$ cat src/rtl/mem_arb_pkg.sv
// Shared types and default widths for the single-port memory arbiter.
// The AW/DW defaults are the CPU-wide address and data widths.
package mem_arb_pkg;

  localparam int unsigned CpuAw = 16;
  localparam int unsigned CpuDw = 16;

  typedef enum logic [1:0] {
    StIdle  = 2'd0,
    StGntIf = 2'd1,
    StGntMa = 2'd2
  } arb_state_e;

  typedef enum logic {
    OwnIf = 1'b0,
    OwnMa = 1'b1
  } arb_owner_e;

endpackage

$ cat src/rtl/mem_arbiter.sv
// Arbitrates instruction fetch and data accesses onto one req/ack memory port.
// Data wins ties; a starvation counter periodically hands a waiting fetch the port.
module mem_arbiter
  import mem_arb_pkg::*;
#(
  parameter int unsigned AW         = CpuAw,
  parameter int unsigned DW         = CpuDw,
  parameter int unsigned STARVE_MAX = 4
) (
  input  logic          clk,
  input  logic          rst,
  // Fetch requester
  input  logic          if_req,
  input  logic [AW-1:0] if_addr,
  output logic [DW-1:0] if_rdata,
  output logic          if_ack,
  // Data requester
  input  logic          ma_req,
  input  logic          ma_we,
  input  logic [AW-1:0] ma_addr,
  input  logic [DW-1:0] ma_wdata,
  output logic [DW-1:0] ma_rdata,
  output logic          ma_ack,
  // Shared memory port
  output logic          mem_req,
  output logic          mem_we,
  output logic [AW-1:0] mem_addr,
  output logic [DW-1:0] mem_wdata,
  input  logic [DW-1:0] mem_rdata,
  input  logic          mem_ack,
  output logic          busy
);

  localparam int unsigned    CntW   = $clog2(STARVE_MAX + 1);
  localparam logic [CntW-1:0] CntMax = CntW'(STARVE_MAX);

  arb_state_e      state_q;
  logic [CntW-1:0] starve_cnt_q;
  logic            if_elig;
  logic            ma_elig;
  logic            any_elig;
  arb_owner_e      pick;

  // A requester being acked this cycle still shows its old req; keep it out of arbitration.
  assign if_elig  = if_req & ~if_ack;
  assign ma_elig  = ma_req & ~ma_ack;
  assign any_elig = if_elig | ma_elig;

  always_comb begin
    pick = OwnMa;
    if (if_elig && (!ma_elig || (starve_cnt_q == CntMax))) begin
      pick = OwnIf;
    end
  end

  assign busy = (state_q != StIdle);

  always_ff @(posedge clk) begin
    if (rst) begin
      state_q      <= StIdle;
      starve_cnt_q <= '0;
      mem_req      <= 1'b0;
      mem_we       <= 1'b0;
      mem_addr     <= '0;
      mem_wdata    <= '0;
      if_ack       <= 1'b0;
      ma_ack       <= 1'b0;
      if_rdata     <= '0;
      ma_rdata     <= '0;
    end else begin
      if_ack <= 1'b0;
      ma_ack <= 1'b0;
      unique case (state_q)
        StIdle: begin
          if (any_elig) begin
            mem_req <= 1'b1;
            if (pick == OwnMa) begin
              state_q   <= StGntMa;
              mem_we    <= ma_we;
              mem_addr  <= ma_addr;
              mem_wdata <= ma_wdata;
              if (!if_req) begin
                starve_cnt_q <= '0;
              end else if (starve_cnt_q != CntMax) begin
                starve_cnt_q <= starve_cnt_q + 1'b1;
              end
            end else begin
              state_q      <= StGntIf;
              mem_we       <= 1'b0;
              mem_addr     <= if_addr;
              mem_wdata    <= '0;
              starve_cnt_q <= '0;
            end
          end
        end
        StGntIf: begin
          if (mem_ack) begin
            state_q  <= StIdle;
            mem_req  <= 1'b0;
            if_ack   <= 1'b1;
            if_rdata <= mem_rdata;
          end
        end
        StGntMa: begin
          if (mem_ack) begin
            state_q  <= StIdle;
            mem_req  <= 1'b0;
            ma_ack   <= 1'b1;
            ma_rdata <= mem_we ? '0 : mem_rdata;
          end
        end
        default: begin
          state_q <= StIdle;
          mem_req <= 1'b0;
        end
      endcase
    end
  end

endmodule
$ cat config.mk
export PLATFORM = sky130hd
export DESIGN_NAME = mem_arbiter
export DESIGN_NICKNAME = d
export VERILOG_FILES = /design/src/rtl/mem_arb_pkg.sv /design/src/rtl/mem_arbiter.sv
export SDC_FILE = /design/constraint.sdc
export NUM_CORES = 1
export LEC_CHECK = 0
export BUFFER_PORTS_ARGS = -buffer_cell sky130_fd_sc_hd__buf_2
export CAP_MARGIN = 20
export CORE_MARGIN = 10
export CORE_UTILIZATION = 38
export DETAILED_ROUTE_END_ITERATION = 6
export GPL_TIMING_DRIVEN = 0
export PLACE_DENSITY = 0.69
export SLEW_MARGIN = 40
export SYNTH_ARGS = -nofsm -noshare
export SYNTH_HDL_FRONTEND = slang
export SYNTH_SLANG_ARGS = --single-unit
$ cat constraint.sdc
create_clock -name clk -period 1.75 [get_ports clk]
set_input_delay 0.2625 -clock clk [delete_from_list [all_inputs] [get_ports clk]]
set_output_delay 0.2625 -clock clk [all_outputs]
set_load 0.02 [all_outputs]
==> results.ini, run 1 <==
[setup_path]
crit_required_ns=1.49
crit_end=busy
r2r-end=mem_wdata[5]
startpoint_type=flop
r2r-start=starve_cnt_q[0]
setup.worst_path.start=state_q[1]
r2r_setup_slack_ns=0.13
worst-path-max-fanout=8
critPathKind=reg -> out
cp-end-kind=output pin
ff2ff_path_depth=7
arrival_ns=1.39

[synthesis]
synth_cell_types=37
synthArstFlopShare_pct=0
syn_nets=363
synthFlopType=dfxtp_1
synthTopCellsByArea=dfxtp_1 54%, a22o_1 11%, nand2_1 9.5%
yosysWarnings=0
synth_area_per_cell_um2=9.47
ys_top_cells_by_count=73 x dfxtp_1, 69 x nand2_1, 33 x a22o_1, 20 x a21oi_1, 17 x a31oi_1
yosysMostFrequentCell=dfxtp_1
syn-instance-count=288
syn_area_mm2=0.00273
synth_top_area_share_pct=53.6
synth_edf_count=0
yosysTopAreaCell=dfxtp_1
seq_area_frac_synth_pct=53.6
synth_seq_cells=73

[power_and_ir_drop]
leakage_nw=1.83
switching_power_mw=1.18
switching_share_pct=27.9
p_seq_share_pct=43.8
ir_drop_v=0.000438
internal-power_mw=3.05
comb_power_share_pct=18.5
clockPowerShare_pct=37.7
power_density_mw_per_mm2=1110

[global_routing]
grt_max_degree=14
grtUsageMet1_pct=17.3
grt_use_total_pct=14.7
grt_pass1_vias=2734
antenna_found_initial=0
grt.busiest_layer=met2
grt_use_met2_pct=23.0
gr-total-overflow=0
grtUsageMet3_pct=6.20
grt_pass1_wl_mm=13.4

[sta]
max_freq_mhz=605
rsz0062_at_grt=no
final.min_clock_period_ns=1.65
hold_violations=0
setup_viol=0
worst_pin_slew_ns=0.599
fin_skew_ns=0.00870
final.setup.tns_ns=0
maxSlewHeadroom_pct=60.0
slew_violations=0
min_period_over_period_pct=94.5

[run]
maxCapViolCount=0

[floorplan]
dieHeight_um=105
rows=30
initial_core_util_pct=39.7
core-area_mm2=0.00687
dieWidth_um=105
die_area_mm2=0.0110
pin_count=139

[final_layout]
drive_gt1_share_pct=40.4
nNetsFinal=511
area_growth_pct=39.8
final_cell_count_no_fill=537
n_fill_cell=651
diodes=0

[clock_network]
cts_buffer_depth=2
cts-root-buf=clkbuf_8
cts_hold_buf=0
htree_levels=3
cts_sinks=73
tritoncts=built
clk_pin_slew_ns=0.08
cts_buffers=9
clock_latency_ns=0.35

[place]
place.gp.congestion=0.845
port_buffers=137
hpwlAfterDp_mm=6.37
dp_cells=521

[routing]
wl_mm=8.21
drc=0
ant_nets=0
drtIter0Drc=52
drtPass1Iterations=4
vias=2629
vias_per_cell=4.90
detail_route.wl_per_cell_um=15.3

[min_path]
min_path_type=in -> reg

[outcome]
status=completed

## how the worst min path moves through the flow
stage / startpoint / endpoint / slack, ns / cells past startpoint
2_1_floorplan: ma_wdata[10] / mem_wdata[10] / 0.39 / 1
3_3_place_gp: if_rdata[10] / if_rdata[10] / 0.44 / 2
3_5_place_dp: if_rdata[0] / if_rdata[0] / 0.45 / 2
4_1_cts: ma_wdata[9] / mem_wdata[9] / 0.11 / 2
5_1_grt: ma_wdata[4] / mem_wdata[4] / 0.12 / 2
6_report: ma_wdata[9] / mem_wdata[9] / 0.12 / 2
## state kept, by name, indices dropped and copies added, names as in the netlist, 2 cells and up
name	count
state_q	2
mem_addr	16
if_rdata	16
starve_cnt_q	3
mem_wdata	16
ma_rdata	16
## metal layers
layer  share of wire (%)  vias to the layer above
li1                    -                     1312
met1                  44                     1199
met2                  45                      106
met3                 9.4                       12
met4                 1.5                        0
met5                   0                        -
## stage by stage
stage	setup WS (ns)	hold slack, ns	cell area (µm²)	utilization, %	total power [mW]
2_1_floorplan	0.165	0.388	2730	-	2.35
3_3_place_gp	0.0167	0.440	3530	51.4	2.65
3_5_place_dp	-0.0228	0.448	3530	51.4	2.66
4_1_cts	0.00120	0.111	3780	55.0	4.26
5_1_grt	0.000207	0.116	3810	55.5	4.45
6_report	0.0962	0.119	3810	55.5	4.24
## cells by family (layout without fill, tap and decap cells)
| family | after synthesis | count (layout) | synth area share [%] |
|---|---|---|---|
| and+or+nand+nor | 88 | 88 | 14.2 |
| DFF | 73 | 73 | 53.6 |
| adders and majority gates | 5 | 5 | 2.29 |
| buffers and inverters | 25 | 178 | 4.77 |
| AOI/OAI and AO/OA | 96 | 96 | 24.8 |
| muxes | 1 | 1 | 0.413 |
## critical path: stages, from the launching register on
cell and delay (ns):
dfxtp_1 0.37, inv_1 0.07, ha_1 0.18, buf_4 0.16, inv_1 0.11, buf_4 0.17
## placed cells by master (no fill, tap or decap), drive strengths merged, types with 2 or more instances in the layout
master    n
buf     152
dfxtp    73
nand2    69
a22o     33
a21oi    22
a31oi    17
o21ai    17
clkbuf   14
inv       7
ha        5
nor2      4
nand2b    3
bufinv    3
nor3      3
nor2b     2
nand4     2
## cell type report
class	count	area (µm²)	area share, %
plain buffers	17	111	2.92
multi-input cells	190	1150	30.2
clock buffers	10	128	3.35
flip-flops and latches	73	1460	38.4
inverters	6	22.5	0.591
clock inverters	6	115	3.02
repair buffers	139	703	18.4
well taps	96	120	3.15
## timing repair
item                       CTS  global route
resized for setup            2            13
setup endpoints to repair   14            41
pin swaps                    0             1
setup buffers                0             2
## power by group through the flow
stage	combinational, mW	clock, mW	sequential (mW)
final	0.783	1.60	1.85
after global routing	0.862	1.72	1.87
after CTS	0.774	1.63	1.85
after detailed placement	0.768	0	1.89
after global placement	0.762	0	1.88
after floorplan	0.315	0	2.04
(Power assumes the default switching activity.)
==> inputs of run 2 (changes only) <==
--- a/config.mk
+++ b/config.mk
@@ -5,13 +5,12 @@
 export SDC_FILE = /design/constraint.sdc
 export NUM_CORES = 1
 export LEC_CHECK = 0
-export BUFFER_PORTS_ARGS = -buffer_cell sky130_fd_sc_hd__buf_2
 export CAP_MARGIN = 20
 export CORE_MARGIN = 10
 export CORE_UTILIZATION = 38
 export DETAILED_ROUTE_END_ITERATION = 6
+export DONT_BUFFER_PORTS = 1
 export GPL_TIMING_DRIVEN = 0
-export PLACE_DENSITY = 0.69
 export SLEW_MARGIN = 40
 export SYNTH_ARGS = -nofsm -noshare
 export SYNTH_HDL_FRONTEND = slang
==> run 2 against run 1 <==
  * Hold slack worse by 0.084 ns
  * Non-clock buffer count down 128
  * Global-route usage down 0.92 points
  * Sequential power up 10%
  * Design area down 15%
  * Critical path depth up 3
  * Final cell count down 24%
  * Maximum frequency down 2.8%
  * Highest routed layer unchanged
==> results.ini, run 2 (synthesis results as in run 1) <==
[sta]
rsz0062_at_grt=yes
slew_violations=0  ; unchanged
worst_pin_slew_ns=0.609  ; +0.0109 ns
hold_violations=0  ; unchanged
fin_skew_ns=0.00863  ; -0.0000656 ns
maxSlewHeadroom_pct=59.3  ; -0.73 points
fin_ws_ns=0.0482  ; -0.0480 ns
max_freq_mhz=588  ; -2.8%
final.setup.tns_ns=0  ; unchanged
final.min_clock_period_ns=1.70  ; +0.0480 ns
min_period_over_period_pct=97.2  ; +2.7 points
setup_viol=0  ; unchanged

[routing]
detail_route.wl_per_cell_um=19.3  ; +26%
vias_per_cell=5.39  ; +10%
vias=2205  ; -16%
drtIter0Drc=92  ; +77%
wl_mm=7.88  ; -3.9%
ant_nets=0  ; unchanged
drc=0  ; unchanged
drtPass1Iterations=4  ; unchanged

[clock_network]
htree_levels=3  ; unchanged
tritoncts=built
cts_buffers=9  ; unchanged
cts_hold_buf=0  ; unchanged
cts_sinks=73  ; unchanged
cts_buffer_depth=2  ; unchanged
cts-root-buf=clkbuf_8
clk_pin_slew_ns=0.08  ; about the same
clock_latency_ns=0.35  ; about the same

[global_routing]
antenna_found_initial=0  ; unchanged
grt_pass1_vias=2197  ; -20%
grt_use_total_pct=13.8  ; -0.92 points
grt_pass1_wl_mm=12.1  ; -9.4%
gr-total-overflow=0  ; unchanged
grt_max_degree=14  ; unchanged

[place]
dp_slack_ns=-0.113  ; -0.0903 ns
port_buffers=0  ; -100%
place_area_mm2=0.00285  ; -19%
place.gp.congestion=0.797  ; -5.7%
hpwlAfterDp_mm=5.87  ; -7.8%

[final_layout]
design_area_mm2=0.00324  ; -15%
n_fill_cell=644  ; -1.1%
area_growth_pct=18.7
drive_gt1_share_pct=18.5  ; -22 points
final_cell_mix=69 x nand2_1, 69 x dfxtp_1, 33 x a22o_1
seq_area_mm2=0.00147  ; +0.43%
diodes=0  ; unchanged
nNetsFinal=383  ; -25%
multiInputGateArea_mm2=0.00116  ; +1.1%

[setup_path]
worst-path-max-fanout=7  ; -1
cp_top_family=buffers and inverters
cp-end-kind=flop
critPathBufInv=4  ; unchanged
crit_path_cell_trace=inv_2 > ha_4 > buf_8 > clkinvlp_4 > a21oi_4 > nor2_4 > buf_4 > a22o_1
cpMaxStageDelayCell=dfxtp_2
startpoint_type=flop
critPathKind=reg -> reg
crit_required_ns=2.00  ; +0.51 ns
cp_slowest_stage_delay_ns=0.34  ; -0.03 ns
arrival_ns=1.95  ; +0.56 ns

[floorplan]
rows=30  ; unchanged
initial_core_util_pct=39.7  ; unchanged
dieWidth_um=105  ; unchanged
die_area_mm2=0.0110  ; unchanged
pin_count=139  ; unchanged
core-area_mm2=0.00687  ; unchanged
dieHeight_um=105  ; unchanged

[outcome]
status=completed

[power_and_ir_drop]
leakage_nw=1.25  ; -32%
power_density_mw_per_mm2=1270  ; +15%
total_power_mw=4.12  ; -2.7%
ir_drop_v=0.000626  ; +43%

[run]
maxCapViolCount=0  ; unchanged

[min_path]
min_path_type=in -> reg

run 2: changes by cell type in the layout (fill, tap and decap cells not counted), moves of 2 or more:
cell / delta
dfxtp_1: -3
buf_4: +4
clkinv_2: +2
buf_2: -134
dfxtp_2: +2
inv_1: -3
run 2: power by group:
group,switching [mW],internal (mW)
sequential,0.249,1.79
combinational,0.262,0.228
clock,0.642,0.949
run 2: path summary, 6_finish.rpt:
path	cells after the start	end	slack, ns	start
setup reg to reg	8	mem_wdata[3]	0.05	state_q[1]
setup / recovery	8	mem_wdata[3]	0.05	state_q[1]
hold reg to reg	2	state_q[0]	0.53	state_q[0]
hold / removal	1	mem_wdata[10]	0.04	ma_wdata[10]
run 2: repair_timing:
item / in CTS / in global routing
cloned: 0 / 2
gates resized for setup: 9 / 18
pin swaps: 1 / 6
setup endpoints to repair: 30 / 54
endpoints found under the hold margin: 0 / 0
buffers inserted: 3 / 5
run 2: worst reg2reg max path, delay by kind of cell, from the launching register on:
| kind | cells | cell delay (ns) |
|---|---|---|
| AOI/OAI and AO/OA | 2 | 0.51 |
| adders and majority gates | 1 | 0.14 |
| buffers and inverters | 4 | 0.51 |
| DFF | 1 | 0.34 |
| and+or+nand+nor | 1 | 0.10 |
run 2: area by class of cell:
| type | count | area share (%) |
|---|---|---|
| Sequential cell | 73 | 45.4 |
| Tap cell | 96 | 3.71 |
| Multi-Input combinational cell | 190 | 35.9 |
| Clock buffer | 9 | 3.83 |
| Buffer | 18 | 4.02 |
| Inverter | 6 | 0.889 |
| Clock inverter | 7 | 3.63 |
| Timing Repair Buffer | 10 | 2.63 |
run 2: layer usage:
layer	up-vias	GRT usage [%]	wire, µm
met2	94	22.0	3780
li1	1066	-	-
met5	-	0	0
met1	1037	14.9	3080
met4	0	4.90	64
met3	8	7.80	958
run 2: metrics by stage:
stage               hold slack (ns)  util [%]  instances
floorplan                     0.388         -        288
global placement              0.389      41.5        384
detailed placement            0.391      41.5        384
CTS                          0.0154      45.9        403
global route                 0.0169      47.1        409
finish                       0.0355      47.1        409
==> inputs of run 3 (changes only) <==
--- a/config.mk
+++ b/config.mk
@@ -11,6 +11,8 @@
 export DETAILED_ROUTE_END_ITERATION = 6
 export DONT_BUFFER_PORTS = 1
 export GPL_TIMING_DRIVEN = 0
+export RECOVER_POWER = 100
+export REMOVE_ABC_BUFFERS = 1
 export SLEW_MARGIN = 40
 export SYNTH_ARGS = -nofsm -noshare
 export SYNTH_HDL_FRONTEND = slang
==> run 3 against run 2 <==
  * Clock power fell by 11%
  * Utilization fell by 1.5 points
  * Non-clock buffer count fell by 18
  * Count of clock-buffer cells in the layout did not move
  * Critical path depth fell by 2
  * Sequential share of layout area rose by 1.2 points
  * Flip-flop and latch count did not move
  * Critical endpoint is now starve_cnt_q[2]
  * Sequential power barely moved
==> results.ini, run 3 (synthesis results as in run 1) <==
[power_and_ir_drop]
total_power_mw=3.90  ; -5.3%
ir_drop_v=0.000492  ; -21%
power_density_mw_per_mm2=1240  ; -2.2%
leakage_nw=1.17  ; -6.5%

[sta]
min_period_over_period_pct=94.0  ; -3.3 points
hold_violations=0  ; unchanged
setup_viol=0  ; unchanged
fin_ws_ns=0.106  ; +0.0576 ns
finalHoldWorstSlack_ns=0.0353  ; -0.000272 ns
fin_skew_ns=0.0121  ; +0.00350 ns
final.setup.tns_ns=0  ; unchanged
worst_pin_slew_ns=0.760  ; +0.151 ns
max_freq_mhz=608  ; +3.5%
maxSlewHeadroom_pct=49.2  ; -10 points
slew_violations=0  ; unchanged
final.min_clock_period_ns=1.64  ; -0.0576 ns

[routing]
ant_nets=0  ; unchanged
vias_per_cell=5.31  ; -1.5%
drc=0  ; unchanged
drtIter0Drc=122  ; +33%
vias=2082  ; -5.6%
detail_route.wl_per_cell_um=18.9  ; -1.8%
wl_mm=7.42  ; -5.9%
drtPass1Iterations=4  ; unchanged

[place]
place.gp.congestion=0.752  ; -5.6%
hpwlAfterDp_mm=5.22  ; -11%
port_buffers=0  ; unchanged
dp_cells=365  ; -4.9%
place_area_mm2=0.00275  ; -3.4%
dp_slack_ns=-0.547  ; -0.433 ns

[setup_path]
cp-end-kind=flop
worst-path-max-fanout=4  ; -3
startpoint_type=flop
arrival_ns=1.87  ; -0.08 ns
critPathKind=reg -> reg
crit_required_ns=1.98  ; -0.02 ns

[final_layout]
final_util_pct=45.6  ; -1.5 points
final_cell_mix=73 x dfxtp_1, 69 x nand2_1, 33 x a22o_1
final_cell_count_no_fill=392  ; -4.2%
area_growth_pct=15.0
diodes=0  ; unchanged
design_area_mm2=0.00314  ; -3.2%
nNetsFinal=366  ; -4.4%
drive_gt1_share_pct=13.2  ; -5.4 points
mostFrequentLayoutCell=dfxtp_1

[floorplan]
die_area_mm2=0.0110  ; unchanged
dieWidth_um=105  ; unchanged
dieHeight_um=105  ; unchanged
core-area_mm2=0.00687  ; unchanged
rows=30  ; unchanged
pin_count=139  ; unchanged
initial_core_util_pct=39.7  ; unchanged

[global_routing]
gr-total-overflow=0  ; unchanged
antenna_found_initial=0  ; unchanged
grt_pass1_wl_mm=11.9  ; -1.9%
grt_use_total_pct=13.4  ; -0.38 points
grt_max_degree=21  ; +7
grt_pass1_vias=2197  ; unchanged

[clock_network]
cts_sinks=73  ; unchanged
htree_levels=3  ; unchanged
cts_buffer_depth=2  ; unchanged
cts-root-buf=clkbuf_8
cts_buffers=9  ; unchanged
clk_pin_slew_ns=0.08  ; about the same
clock_latency_ns=0.35  ; about the same
tritoncts=built

[run]
maxCapViolCount=0  ; unchanged

[min_path]
min_path_type=in -> reg

[outcome]
status=completed

## run 3: layout make-up
| cell class | count | area (µm²) |
|---|---|---|
| inverters | 6 | 26.3 |
| clock buffers | 9 | 124 |
| fillers | 665 | 3730 |
| repair buffers | 10 | 119 |
| flip-flops and latches | 73 | 1460 |
| well taps | 96 | 120 |
| clock inverters | 7 | 95.1 |
| multi-input cells | 191 | 1190 |
## run 3: critical path: stages, from the launching register on
cell,delay [ns]
dfxtp_1,0.33
inv_1,0.12
ha_4,0.18
clkinvlp_4,0.21
a21oi_4,0.27
a21oi_1,0.12
a211o_1,0.30
## run 3: per-layer routing
| layer | vias to the layer above | wire [µm] | global-route usage, % |
|---|---|---|---|
| li1 | 1028 | - | - |
| met4 | 0 | 131 | 5.69 |
| met3 | 10 | 869 | 7.62 |
| met5 | - | 0 | 0 |
| met2 | 96 | 3310 | 20.9 |
| met1 | 948 | 3110 | 14.6 |
## run 3: path summary, 6_finish.rpt
path | from | endpoint | slack, ns | cells after the start
worst max register to register | state_q[1] | starve_cnt_q[2] | 0.11 | 6
worst min-delay path | ma_we | mem_we | 0.04 | 1
worst max-delay path | state_q[1] | starve_cnt_q[2] | 0.11 | 6
worst min register to register | state_q[0] | state_q[0] | 0.52 | 2
## run 3: report_power, final
group	internal [mW]	switching, mW	leakage [nW]
registers	1.79	0.245	0.597
logic	0.194	0.250	0.463
clock network	0.801	0.621	0.109
## run 3: what timing repair did
action | in CTS | in global routing
hold buffers | 1 | 0
buffers inserted | 5 | 4
pin swaps | 1 | 2
resized for setup | 7 | 2
gates cloned | 1 | 0
setup endpoints to repair | 36 | 33
endpoints found under the hold margin | 20 | 0
